==> src/rtl/bit_patlatma_hakem.sv <==
`default_nettype none
// ============================================================================
// Module   : bit_patlatma_hakem
// Desc     : Round-robin sequencer that shifts one of two requesters' words
//            MSB-first onto the bit-popping datapath and freezes on its done
//            flag. Optional per-requester word counters: BIT_PATLATMA_SAYAC_EN.
// Revision : 1.0 - initial release
// ============================================================================
module bit_patlatma_hakem #(
    parameter int W   = 8,
    parameter int ARA = 2
) (
    input  logic         clk,
    input  logic         rst,
    input  logic         req0,
    input  logic [W-1:0] veri0,
    output logic         ack0,
    input  logic         req1,
    input  logic [W-1:0] veri1,
    output logic         ack1,
    output logic         bit_o,
    output logic         bit_gecerli,
    input  logic         bitti_mi,
    input  logic         yeniden,
    output logic         mesgul,
    output logic         izin,
    output logic         bitti,
    output logic         kazanan
`ifdef BIT_PATLATMA_SAYAC_EN
    ,
    output logic [7:0]   sayac0,
    output logic [7:0]   sayac1
`endif
);

    localparam int c_CW = (W > 1) ? $clog2(W) : 1;
    localparam int c_GW = (ARA > 1) ? $clog2(ARA) : 1;

    localparam logic [c_CW-1:0] c_LAST     = c_CW'(W - 1);
    localparam logic [c_CW-1:0] c_BIT_ONE  = c_CW'(1);
    localparam logic [c_GW-1:0] c_GAP_LOAD = c_GW'((ARA > 0) ? (ARA - 1) : 0);
    localparam logic [c_GW-1:0] c_GAP_ONE  = c_GW'(1);

    typedef enum logic [1:0] {
        S_BOSTA  = 2'd0,
        S_GONDER = 2'd1,
        S_ARA    = 2'd2,
        S_BITTI  = 2'd3
    } state_t;

    state_t          r_state;
    state_t          w_next_state;
    logic [W-1:0]    r_word;
    logic [c_CW-1:0] r_bit_cnt;
    logic [c_GW-1:0] r_gap_cnt;
    logic            r_izin;
    logic            r_prio;
    logic            r_kazanan;
    logic            r_ack0;
    logic            r_ack1;

    logic            w_grant;
    logic            w_grant_id;
    logic            w_done;
    logic            w_last_bit;

    assign w_last_bit = (r_bit_cnt == '0);

    always_comb begin
        w_next_state = r_state;
        w_grant      = 1'b0;
        w_grant_id   = 1'b0;
        w_done       = 1'b0;
        case (r_state)
            S_BOSTA: begin
                if (bitti_mi) begin
                    w_next_state = S_BITTI;
                    w_done       = 1'b1;
                end else if (req0 || req1) begin
                    // r_prio names the requester that was not granted last
                    w_grant      = 1'b1;
                    w_grant_id   = (req0 && req1) ? r_prio : req1;
                    w_next_state = S_GONDER;
                end
            end
            S_GONDER: begin
                if (bitti_mi) begin
                    w_next_state = S_BITTI;
                    w_done       = 1'b1;
                end else if (w_last_bit) begin
                    w_next_state = (ARA == 0) ? S_BOSTA : S_ARA;
                end
            end
            S_ARA: begin
                if (bitti_mi) begin
                    w_next_state = S_BITTI;
                    w_done       = 1'b1;
                end else if (r_gap_cnt == '0) begin
                    w_next_state = S_BOSTA;
                end
            end
            S_BITTI: begin
                if (yeniden) begin
                    w_next_state = S_BOSTA;
                end
            end
            default: w_next_state = S_BOSTA;
        endcase
    end

    always_ff @(posedge clk) begin
        if (rst) begin
            r_state   <= S_BOSTA;
            r_word    <= '0;
            r_bit_cnt <= '0;
            r_gap_cnt <= '0;
            r_izin    <= 1'b0;
            r_prio    <= 1'b0;
            r_kazanan <= 1'b0;
            r_ack0    <= 1'b0;
            r_ack1    <= 1'b0;
        end else begin
            r_state <= w_next_state;
            r_ack0  <= 1'b0;
            r_ack1  <= 1'b0;

            if (w_grant) begin
                r_word    <= w_grant_id ? veri1 : veri0;
                r_izin    <= w_grant_id;
                r_prio    <= ~w_grant_id;
                r_ack0    <= ~w_grant_id;
                r_ack1    <= w_grant_id;
                r_bit_cnt <= c_LAST;
            end else if (r_state == S_GONDER) begin
                r_bit_cnt <= r_bit_cnt - c_BIT_ONE;
            end

            if (r_state == S_GONDER && w_next_state == S_ARA) begin
                r_gap_cnt <= c_GAP_LOAD;
            end else if (r_state == S_ARA) begin
                r_gap_cnt <= r_gap_cnt - c_GAP_ONE;
            end

            if (w_done) begin
                r_kazanan <= r_izin;
            end else if (r_state == S_BITTI && yeniden) begin
                r_kazanan <= 1'b0;
            end
        end
    end

    assign bit_gecerli = (r_state == S_GONDER);
    assign bit_o       = bit_gecerli & r_word[r_bit_cnt];
    assign mesgul      = (r_state == S_GONDER) || (r_state == S_ARA);
    assign bitti       = (r_state == S_BITTI);
    assign izin        = r_izin;
    assign kazanan     = r_kazanan;
    assign ack0        = r_ack0;
    assign ack1        = r_ack1;

`ifdef BIT_PATLATMA_SAYAC_EN
    logic [7:0] r_sayac0;
    logic [7:0] r_sayac1;

    // A done flag seen on the last bit still leaves the whole word delivered
    always_ff @(posedge clk) begin
        if (rst) begin
            r_sayac0 <= 8'd0;
            r_sayac1 <= 8'd0;
        end else if (r_state == S_GONDER && w_last_bit) begin
            if (!r_izin && r_sayac0 != 8'hFF) begin
                r_sayac0 <= r_sayac0 + 8'd1;
            end
            if (r_izin && r_sayac1 != 8'hFF) begin
                r_sayac1 <= r_sayac1 + 8'd1;
            end
        end
    end

    assign sayac0 = r_sayac0;
    assign sayac1 = r_sayac1;
`endif

endmodule
`default_nettype wire
==> config.mk <==
export PLATFORM = sky130hd
export DESIGN_NAME = bit_patlatma_hakem
export DESIGN_NICKNAME = d
export VERILOG_FILES = /design/src/rtl/bit_patlatma_hakem.sv
export SDC_FILE = /design/constraint.sdc
export NUM_CORES = 1
export LEC_CHECK = 0
export ABC_CLOCK_PERIOD_IN_PS = 2900
export CAP_MARGIN = 10
export CORE_UTILIZATION = 51
export DETAILED_ROUTE_END_ITERATION = 8
export PLACE_DENSITY = 0.88
export SETUP_SLACK_MARGIN = 0.5
export SYNTH_ARGS = -nofsm -noshare
export SYNTH_HDL_FRONTEND = slang
export SYNTH_SLANG_ARGS = --single-unit
==> constraint.sdc <==
create_clock -name clk -period 2.9 [get_ports clk]
set_clock_uncertainty 0.15 [all_clocks]
set_input_delay 0.58 -clock clk [delete_from_list [all_inputs] [get_ports clk]]
set_output_delay 0.58 -clock clk [all_outputs]
set_load 0.03 [all_outputs]
==> run summary, run 1 <==
Outcome = finished, final reports clean
Count of port buffers added during placement = 29
TritonCTS clock tree = done
Overall die width = 48.55 um
Critical Setup Path Class = reg2out
Number of iterations in the first detailed-routing pass = 4
Top cell type's share of synthesized area = 34.43%
Drt first-iter violations = 13
Initial core utilization = 55.19%
Kind of start point of the critical path = flip-flop
Top cell type by total area after synthesis = sky130_fd_sc_hd__dfxtp_1
Required time at the endpoint of the critical path = 2170 ps
Num CTS Buffers = 3
Die Y-Extent = 48.55 um
Highest clock rate = 434.4 MHz
Register ranked first by flip-flop count = r_word
Main area contributors after synthesis = sky130_fd_sc_hd__dfxtp_1, sky130_fd_sc_hd__mux2i_1, sky130_fd_sc_hd__a211oi_2
Design Power = 0.7990 mW
Crit Path Max Fanout = 4
Crit share post-route = 79.38%
H-tree depth reported by CTS = 1
Hold Slack = 320.8 ps
Final-layout setup total negative slack = 0 ps
Warnings, synthesis = 0
Number of top-level pins = 30
Detailed Route WL = 2330 um
Number of nets in the layout = 168
Hold crit path type = reg2reg
Clock tree root driver cell = sky130_fd_sc_hd__clkbuf_4
Post-synth design cell area = 1105 sq um
Reg clk slew, reported paths = 100 ps
Buffers from clock root to sink, at most = 2
Per-instance average area after synthesis = 10.14 sq um
Number of endpoints with negative hold slack in the final report = 0
Largest registers = r_word (8), r_bit_cnt (3), r_state (2)
Mean routed wirelength per cell = 14.04 um
Pre-CTS worst setup slack = 451.6 ps
Data arrival time at the worst-slack endpoint = 1570 ps
#FFs+latches synth = 19
Antenna violations before repair = 0
Number of antenna-violating nets in the routed design = 0
Via count of the first global-routing pass = 858
Worst-skew pair later-pin latency = 310 ps
HP Start = r_prio
Max FFs per register = 8
Clock period minus worst slack = 2302 ps
Placer congestion estimate = 0.8084
Setup-failing EPs final = 0
Number of library cell types mapped by synthesis = 35
Mean number of vias per cell = 5.500
Antenna cells = 0
Wire length of the first global-routing pass = 3877 um
RSZ-0062 raised after global routing = false
Most frequent standard cell in the layout excluding fill and tap cells = sky130_fd_sc_hd__clkdlybuf4s50_1
Crit. Startpoint = r_bit_cnt[0]
Leading cell types in the layout, fill and taps excluded = sky130_fd_sc_hd__clkdlybuf4s50_1, sky130_fd_sc_hd__dfxtp_1, sky130_fd_sc_hd__nor2_1, sky130_fd_sc_hd__mux2i_1
Worst R2R Start = r_state[0]
Transition time at the pin with the least slew margin = 643.4 ps
Async SR Flop Fraction = 0%
Number of max-slew violations in the final report = 0
Main flop type after synthesis = sky130_fd_sc_hd__dfxtp_1
Number of synthesized flops with an enable pin = 0
Routed vias = 913
Leakage power of the design = 0.5545 nW
Total GRT Usage = 21.52%
Clock Sinks = 19
Drc violations = 0
Synthesis-to-layout area growth = 28.31%
Final worst slack = 598.0 ps
Share of the yosys chip area belonging to registers = 34.43%
Fraction of layout instances using a drive strength above 1 = 16.55%
Aggregate global routing overflow = 0
Peak supply drop = 431.0 uV
Worst slew slack as a fraction of its limit = 56.65%
CP endpoint kind = primary output
Core area = 2002 sq um
Number of nets produced by synthesis = 137
Total die area = 2357 sq um
Row Count = 16
Max-capacitance violation count = 0
DPL Wire Length = 1837 um
Ratio of total power to cell area = 563.6 nW/um^2
Pin count of the biggest net entering global routing = 17
Mapped Cells = 109
-- per-stage QoR --
stage / area (sq um) / cells / util, %
2_1_floorplan: 1105 / 109 / -
3_3_place_gp: 1394 / 162 / 69.63
3_5_place_dp: 1394 / 162 / 69.63
4_1_cts: 1419 / 166 / 70.88
5_1_grt: 1418 / 166 / 70.81
6_report: 1418 / 166 / 70.81
-- cells by family (layout without fill, tap and decap cells) --
logic type      count (synthesis)  count (layout)  share of synthesized area (%)
simple gates                   30              30                          15.51
fa+ha+maj                       6               6                          6.795
buf+inv                        11              41                          6.908
mux                            11              11                          12.23
flops                          19              19                          34.43
compound gates                 29              29                          21.74
xor+xnor                        3               3                          2.379
-- cell type report --
class                           instances  area, sq um
Multi-Input combinational cell         79        648.1
Fill cell                             150        584.3
Sequential cell                        19        381.6
Timing Repair Buffer                   32        307.8
Tap cell                               27        33.78
Clock buffer                            3        22.52
Inverter                                5        18.77
Clock inverter                          1        5.005
-- synth_stat cells (5+ instances only) --
| master | n |
|---|---|
| sky130_fd_sc_hd__a211oi_2 | 7 |
| sky130_fd_sc_hd__a21oi_1 | 7 |
| sky130_fd_sc_hd__dfxtp_1 | 19 |
| sky130_fd_sc_hd__ha_1 | 6 |
| sky130_fd_sc_hd__inv_1 | 5 |
| sky130_fd_sc_hd__mux2i_1 | 9 |
| sky130_fd_sc_hd__nand2_1 | 5 |
| sky130_fd_sc_hd__nor2_1 | 12 |
| sky130_fd_sc_hd__o21ai_0 | 6 |
-- path summary, 6_finish.rpt --
check                                  to  slack (ps)  cells after the start
worst max-delay path                bit_o         600                      4
worst min-delay path               r_prio         320                      2
worst max register to register  r_word[1]         970                      6
worst min register to register     r_prio         320                      2
-- routing by layer --
metal	vias to the layer above	routed length [um]	GRT usage [%]	part of all wire, %
met1	442	991	25.24	43
met2	18	1233	38.50	53
li1	449	-	-	-
met4	0	42	7.353	1.8
met3	4	63	4.717	2.7
met5	-	0	0	0
-- where the power goes --
group / leakage, nW / switching [mW] / internal (mW) / total (mW)
sequential: 0.157 / 0.0378 / 0.303 / 0.340
clock: 0.0177 / 0.0851 / 0.0517 / 0.137
combinational: 0.380 / 0.165 / 0.157 / 0.322
total: 0.555 / 0.288 / 0.511 / 0.799
-- worst max-delay path, cell delays in order (launching register included) --
cell and delay, ps:
sky130_fd_sc_hd__dfxtp_2 390, sky130_fd_sc_hd__mux4_2 500, sky130_fd_sc_hd__mux2i_1 140, sky130_fd_sc_hd__nor2b_1 60, sky130_fd_sc_hd__clkbuf_2 180
-- timing repair --
action | in CTS | in global routing
buffers inserted | 0 | 0
hold endpoints to repair | 0 | 0
hold buffers | 0 | 0
gates resized for setup | 4 | 3
setup endpoints to repair | 3 | 2
(Power assumes the default switching activity.)
==> run 2: changes to the inputs <==
Settings changed: ABC_CLOCK_PERIOD_IN_PS 2900 to 2340, CORE_UTILIZATION 51 to 47, PLACE_DENSITY 0.88 to 0.82.
Clock period 2.9 ns to 2.34 ns, I/O delays scaled along.
==> run summary, run 2 (synthesized netlist as in run 1, its figures left out) <==
Ratio of total power to cell area = 700.2 nW/um^2 (+24%)
Drt first-iter violations = 30 (+17)
Data arrival time at the worst-slack endpoint = 1560 ps (about the same)
Leading cell types in the layout, fill and taps excluded = sky130_fd_sc_hd__clkdlybuf4s50_1, sky130_fd_sc_hd__dfxtp_1, sky130_fd_sc_hd__nor2_1, sky130_fd_sc_hd__buf_4, sky130_fd_sc_hd__mux2i_1
Placer congestion estimate = 0.7361 (-8.9%)
Total GRT Usage = 21.64% (+0.12 points)
Hold crit path type = reg2reg
Clock tree root driver cell = sky130_fd_sc_hd__clkbuf_4
Critical Setup Path Class = reg2out
Count of hold-fix buffers inserted at cts = 0 (unchanged)
Row Count = 17 (+1)
H-tree depth reported by CTS = 1 (unchanged)
Leakage power of the design = 0.6350 nW (+15%)
Number of top-level pins = 30 (unchanged)
Clock Sinks = 19 (unchanged)
Worst-skew pair later-pin latency = 290 ps (-20 ps)
Number of iterations in the first detailed-routing pass = 4 (unchanged)
Num CTS Buffers = 3 (unchanged)
Fraction of layout instances using a drive strength above 1 = 28.00% (+11 points)
Detailed Route WL = 2538 um (+8.9%)
Max FFs per register = 8 (unchanged)
Placed standard-cell area = 1436 sq um (+3.1%)
Mean number of vias per cell = 5.483 (-0.31%)
Drc violations = 0 (unchanged)
Required time at the endpoint of the critical path = 1720 ps (-450 ps)
DPL Wire Length = 1806 um (-1.7%)
Multi-input logic area = 693.2 sq um (+6.9%)
Clock period minus worst slack = 2176 ps
Number of filler cells placed in the layout = 160 (+6.7%)
Mean routed wirelength per cell = 14.26 um (+1.6%)
Sequential cell area = 391.6 sq um (+2.6%)
Number of endpoints with negative hold slack in the final report = 0 (unchanged)
Worst slew slack as a fraction of its limit = 69.87% (+13 points)
Hold Slack = 313.0 ps (-7.844 ps)
Max-capacitance violation count = 0 (unchanged)
Number of max-slew violations in the final report = 0 (unchanged)
Register ranked first by flip-flop count = r_word
Via count of the first global-routing pass = 962 (+12%)
Antenna violations before repair = 0 (unchanged)
Crit share post-route = 92.99%
Pin count of the biggest net entering global routing = 17 (unchanged)
Met2 routed WL = 1302 um (+5.6%)
Die Y-Extent = 50.49 um (+4.0%)
Peak supply drop = 421.7 uV (-2.2%)
Outcome = finished, final reports clean
Longest individual stage delay on the worst path = 530 ps (+30 ps)
Area of all placed cells without fillers = 1590 sq um (+12%)
Wire length of the first global-routing pass = 4146 um (+6.9%)
Transition time at the pin with the least slew margin = 446.1 ps (-197.3 ps)
RSZ-0062 raised after global routing = true
CP max stage cell = sky130_fd_sc_hd__mux4_2
Pre-CTS worst setup slack = -41.00 ps (-492.6 ps)
CP endpoint kind = primary output
DR WL met3 = 139 um (+120%)
Final worst slack = 164.0 ps (-434.0 ps)
Count of port buffers added during placement = 29 (unchanged)
Highest clock rate = 459.6 MHz
Synthesis-to-layout area growth = 43.94%
Core area = 2212 sq um (+10%)
Crit Path Max Fanout = 3 (-1)
Most frequent standard cell in the layout excluding fill and tap cells = sky130_fd_sc_hd__clkdlybuf4s50_1
Overall die width = 50.49 um (+4.0%)
Kind of start point of the critical path = flip-flop
Number of antenna-violating nets in the routed design = 0 (unchanged)
TritonCTS clock tree = done
Antenna cells = 0 (unchanged)
Initial core utilization = 49.94% (-5.2 points)
Reg2reg setup slack = 610 ps (-360 ps)
Number of nets in the layout = 179 (+6.5%)
Setup-failing EPs final = 0 (unchanged)
Routed vias = 976 (+6.9%)
Detailed-routing wirelength on met1 = 1032 um (+4.1%)
Largest registers = r_word (8), r_bit_cnt (3), r_state (2)
Highest metal layer with signal wires = met4
Critical Path, Cell by Cell = mux4_2, mux2i_4, nor2b_4, buf_6
Total die area = 2549 sq um (+8.2%)
Fraction of the core area covered by cells at the end of the flow = 71.89% (+1.1 points)
Aggregate global routing overflow = 0 (unchanged)
Reg clk slew, reported paths = 110 ps (about the same)
Buffers from clock root to sink, at most = 2 (unchanged)
[run 2: cell count changes in the layout (fill, tap and decap cells not counted), sizes merged]
cell,previous run,this run
buf,3,17
clkdlybuf4s50,25,20
dlygate4sd2,2,4
clkbuf,4,5
clkinv,1,0
[run 2: final timing paths]
check | startpoint | end | cells after the start
min reg2reg | r_prio | r_prio | 2
max reg2reg | r_state[1] | r_word[2] | 7
min | r_prio | r_prio | 2
max | r_bit_cnt[0] | bit_o | 4
[run 2: stage by stage]
step	TNS [ps]	power, mW	std cells
2_1_floorplan	0	0.7317	109
3_3_place_gp	-14.09	0.8394	167
3_5_place_dp	-41.00	0.8637	167
4_1_cts	0	1.027	172
5_1_grt	0	1.181	178
6_report	0	1.113	178
[run 2: cell type report]
cell class / instances / area share [%]
well taps: 28 / 2.203
flip-flops and latches: 19 / 24.63
clock buffers: 4 / 1.652
multi-input cells: 79 / 43.59
repair buffers: 43 / 26.75
inverters: 5 / 1.180
[run 2: repair_timing]
action | in CTS | in global routing
buffers inserted | 1 | 6
gates resized for setup | 29 | 13
endpoints found under the setup margin | 17 | 13
pin swaps | 0 | 0
[run 2: where the power goes]
| part | total, mW | internal (mW) | switching [mW] |
|---|---|---|---|
| registers | 0.429 | 0.380 | 0.0489 |
| clock network | 0.165 | 0.0661 | 0.0993 |
| logic | 0.519 | 0.276 | 0.243 |
[run 2: metal layers]
| metal | GRT usage (%) | vias to the layer above |
|---|---|---|
| met5 | 0 | - |
| met4 | 10.65 | 0 |
| met3 | 3.636 | 8 |
| met1 | 24.72 | 460 |
| li1 | - | 467 |
| met2 | 38.44 | 41 |
[run 2: critical path: cells and delay by family (launching register included)]
kind                   cells  cell delay, ps
muxes                      2             710
DFF                        1             380
buffers and inverters      1             130
and+or+nand+nor            1              50
==> run 3: changes to the inputs <==
Settings changed: CELL_PAD_IN_SITES_DETAIL_PLACEMENT set to 0, CELL_PAD_IN_SITES_GLOBAL_PLACEMENT set to 1, CORE_UTILIZATION 47 to 46, CTS_CLUSTER_SIZE set to 40, DONT_BUFFER_PORTS set to 1, PLACE_DENSITY 0.82 to 0.8.
==> run summary, run 3 (synthesized netlist as in run 1, its figures left out) <==
Outcome = finished, final reports clean
Placed standard-cell area = 1109 sq um (-23%)
RSZ-0062 raised after global routing = true
Number of top-level pins = 30 (unchanged)
Largest registers = r_word (8), r_bit_cnt (3), r_state (2)
Highest clock rate = 474.8 MHz (+3.3%)
Setup-failing EPs final = 0 (unchanged)
Register ranked first by flip-flop count = r_word
Mean routed wirelength per cell = 14.69 um (+3.0%)
Detailed Route WL = 2056 um (-19%)
TritonCTS clock tree = done
Buffers from clock root to sink, at most = 2 (unchanged)
HP Start = rst
Number of iterations in the first detailed-routing pass = 4 (unchanged)
Aggregate global routing overflow = 0 (unchanged)
Required time at the endpoint of the critical path = 1720 ps (about the same)
Final-layout setup total negative slack = 0 ps (unchanged)
Clock Sinks = 19 (unchanged)
Ratio of total power to cell area = 808.5 nW/um^2 (+15%)
Number of endpoints with negative hold slack in the final report = 0 (unchanged)
Data arrival time at the worst-slack endpoint = 1490 ps (-70 ps)
Peak supply drop = 395.0 uV (-6.3%)
Critical Path, Cell by Cell = mux4_2, mux2i_2, nor2b_4
Drc violations = 0 (unchanged)
Num CTS Buffers = 3 (unchanged)
Total GRT Usage = 17.76% (-3.9 points)
Placer congestion estimate = 0.7069 (-4.0%)
Longest individual stage delay on the worst path = 500 ps (-30 ps)
Sequential cell area = 386.6 sq um (-1.3%)
Fraction of layout instances using a drive strength above 1 = 28.57% (+0.57 points)
Worst R2R Start = r_state[0]
Mean number of vias per cell = 5.650 (+3.0%)
DPL Wire Length = 1429 um (-21%)
Most frequent standard cell in the layout excluding fill and tap cells = sky130_fd_sc_hd__dfxtp_1
Crit. Startpoint = r_bit_cnt[0]
Clock tree root driver cell = sky130_fd_sc_hd__clkbuf_4
Die Y-Extent = 51.01 um (+1.0%)
Max-capacitance violation count = 0 (unchanged)
Leading cell types in the layout, fill and taps excluded = sky130_fd_sc_hd__dfxtp_1, sky130_fd_sc_hd__nor2_1, sky130_fd_sc_hd__mux2i_1, sky130_fd_sc_hd__a21oi_1, sky130_fd_sc_hd__a211oi_2
Row Count = 17 (unchanged)
H-tree depth reported by CTS = 1 (unchanged)
CP endpoint kind = primary output
Max FFs per register = 8 (unchanged)
Number of max-slew violations in the final report = 0 (unchanged)
CP max stage cell = sky130_fd_sc_hd__mux4_2
Overall die width = 51.01 um (+1.0%)
Kind of start point of the critical path = flip-flop
Clock period minus worst slack = 2106 ps (-69.82 ps)
Antenna violations before repair = 0 (unchanged)
Synthesis-to-layout area growth = 9.060%
Worst-skew pair later-pin latency = 300 ps (about the same)
Leakage power of the design = 0.4390 nW (-31%)
Drt first-iter violations = 12 (-60%)
Antenna cells = 0 (unchanged)
Critical Setup Path Class = reg2out
Total die area = 2602 sq um (+2.1%)
Hold crit path type = in2reg
Count of port buffers added during placement = 0 (-100%)
Core area = 2233 sq um (+0.96%)
Crit Path Max Fanout = 3 (unchanged)
Reg clk slew, reported paths = 110 ps (about the same)
Initial core utilization = 49.47% (-0.48 points)
Crit share post-route = 90.01% (-3.0 points)
Transition time at the pin with the least slew margin = 561.5 ps (+115.4 ps)
Worst slew slack as a fraction of its limit = 62.17% (-7.7 points)
Number of nets in the layout = 141 (-21%)
Area of all placed cells without fillers = 1205 sq um (-24%)
Multi-input logic area = 686.9 sq um (-0.90%)
Pin count of the biggest net entering global routing = 20 (+3)
Fraction of the core area covered by cells at the end of the flow = 53.95% (-18 points)
Number of filler cells placed in the layout = 205 (+28%)
Via count of the first global-routing pass = 738 (-23%)
Wire length of the first global-routing pass = 3332 um (-20%)
Number of antenna-violating nets in the routed design = 0 (unchanged)
Routed vias = 791 (-19%)
Count of hold-fix buffers inserted at cts = 0 (unchanged)
run 3: changes by cell type in the layout (fill, tap and decap cells not counted), sizes merged:
cell / before / now
clkbuf: 5 / 3
dlygate4sd2: 4 / 0
clkdlybuf4s50: 20 / 0
dlymetal6s2s: 1 / 0
buf: 17 / 5
clkinv: 0 / 1
run 3: routing by layer:
layer	share of wire, %	vias to the layer above	global-route usage, %
met1	49	367	23.13
met2	42	27	25.88
met4	2.3	0	11.11
met3	6.6	4	4.464
li1	-	393	-
met5	0	-	0
run 3: worst paths after layout:
| check | to | slack, ps | cells after the start |
|---|---|---|---|
| setup reg to reg | r_gap_cnt | 630 | 6 |
| hold reg to reg | r_prio | 310 | 2 |
| setup / recovery | bit_o | 230 | 3 |
| hold / removal | r_word[2] | 60 | 1 |
run 3: critical path, delay by kind of cell, from the launching register on:
kind             cells  cell delay, ps
DFF                  1             380
muxes                2             710
and+or+nand+nor      1             100
run 3: area by class of cell:
type                            count  area share [%]
Sequential cell                    19           32.09
Timing Repair Buffer                5           4.154
Tap cell                           28           2.908
Multi-Input combinational cell     79           57.01
Clock inverter                      1          0.4154
Clock buffer                        3           1.869
Inverter                            5           1.558
run 3: timing repair:
| action | in CTS | in global routing |
|---|---|---|
| pin swaps | 0 | 1 |
| resized for setup | 7 | 3 |
| setup buffers | 3 | 0 |
| setup endpoints to repair | 11 | 10 |
run 3: per-stage QoR:
step | total power [mW] | instances | hold WS, ps | worst slack, ps
after detailed placement | 0.7666 | 133 | 293.8 | 405.7
after CTS | 0.9660 | 140 | 53.60 | 220.4
final | 0.9741 | 140 | 57.48 | 233.8
after global routing | 1.041 | 140 | 33.65 | 183.3
after floorplan | 0.7317 | 109 | 281.9 | 501.1
after global placement | 0.7564 | 133 | 283.5 | 460.4
run 3: where the power goes:
group          leakage [nW]  internal [mW]  total (mW)  switching, mW
Combinational         0.264          0.188       0.374          0.186
Sequential            0.158          0.378       0.431         0.0523
Clock                0.0177         0.0638       0.169          0.106
Total                 0.439          0.630       0.974          0.344
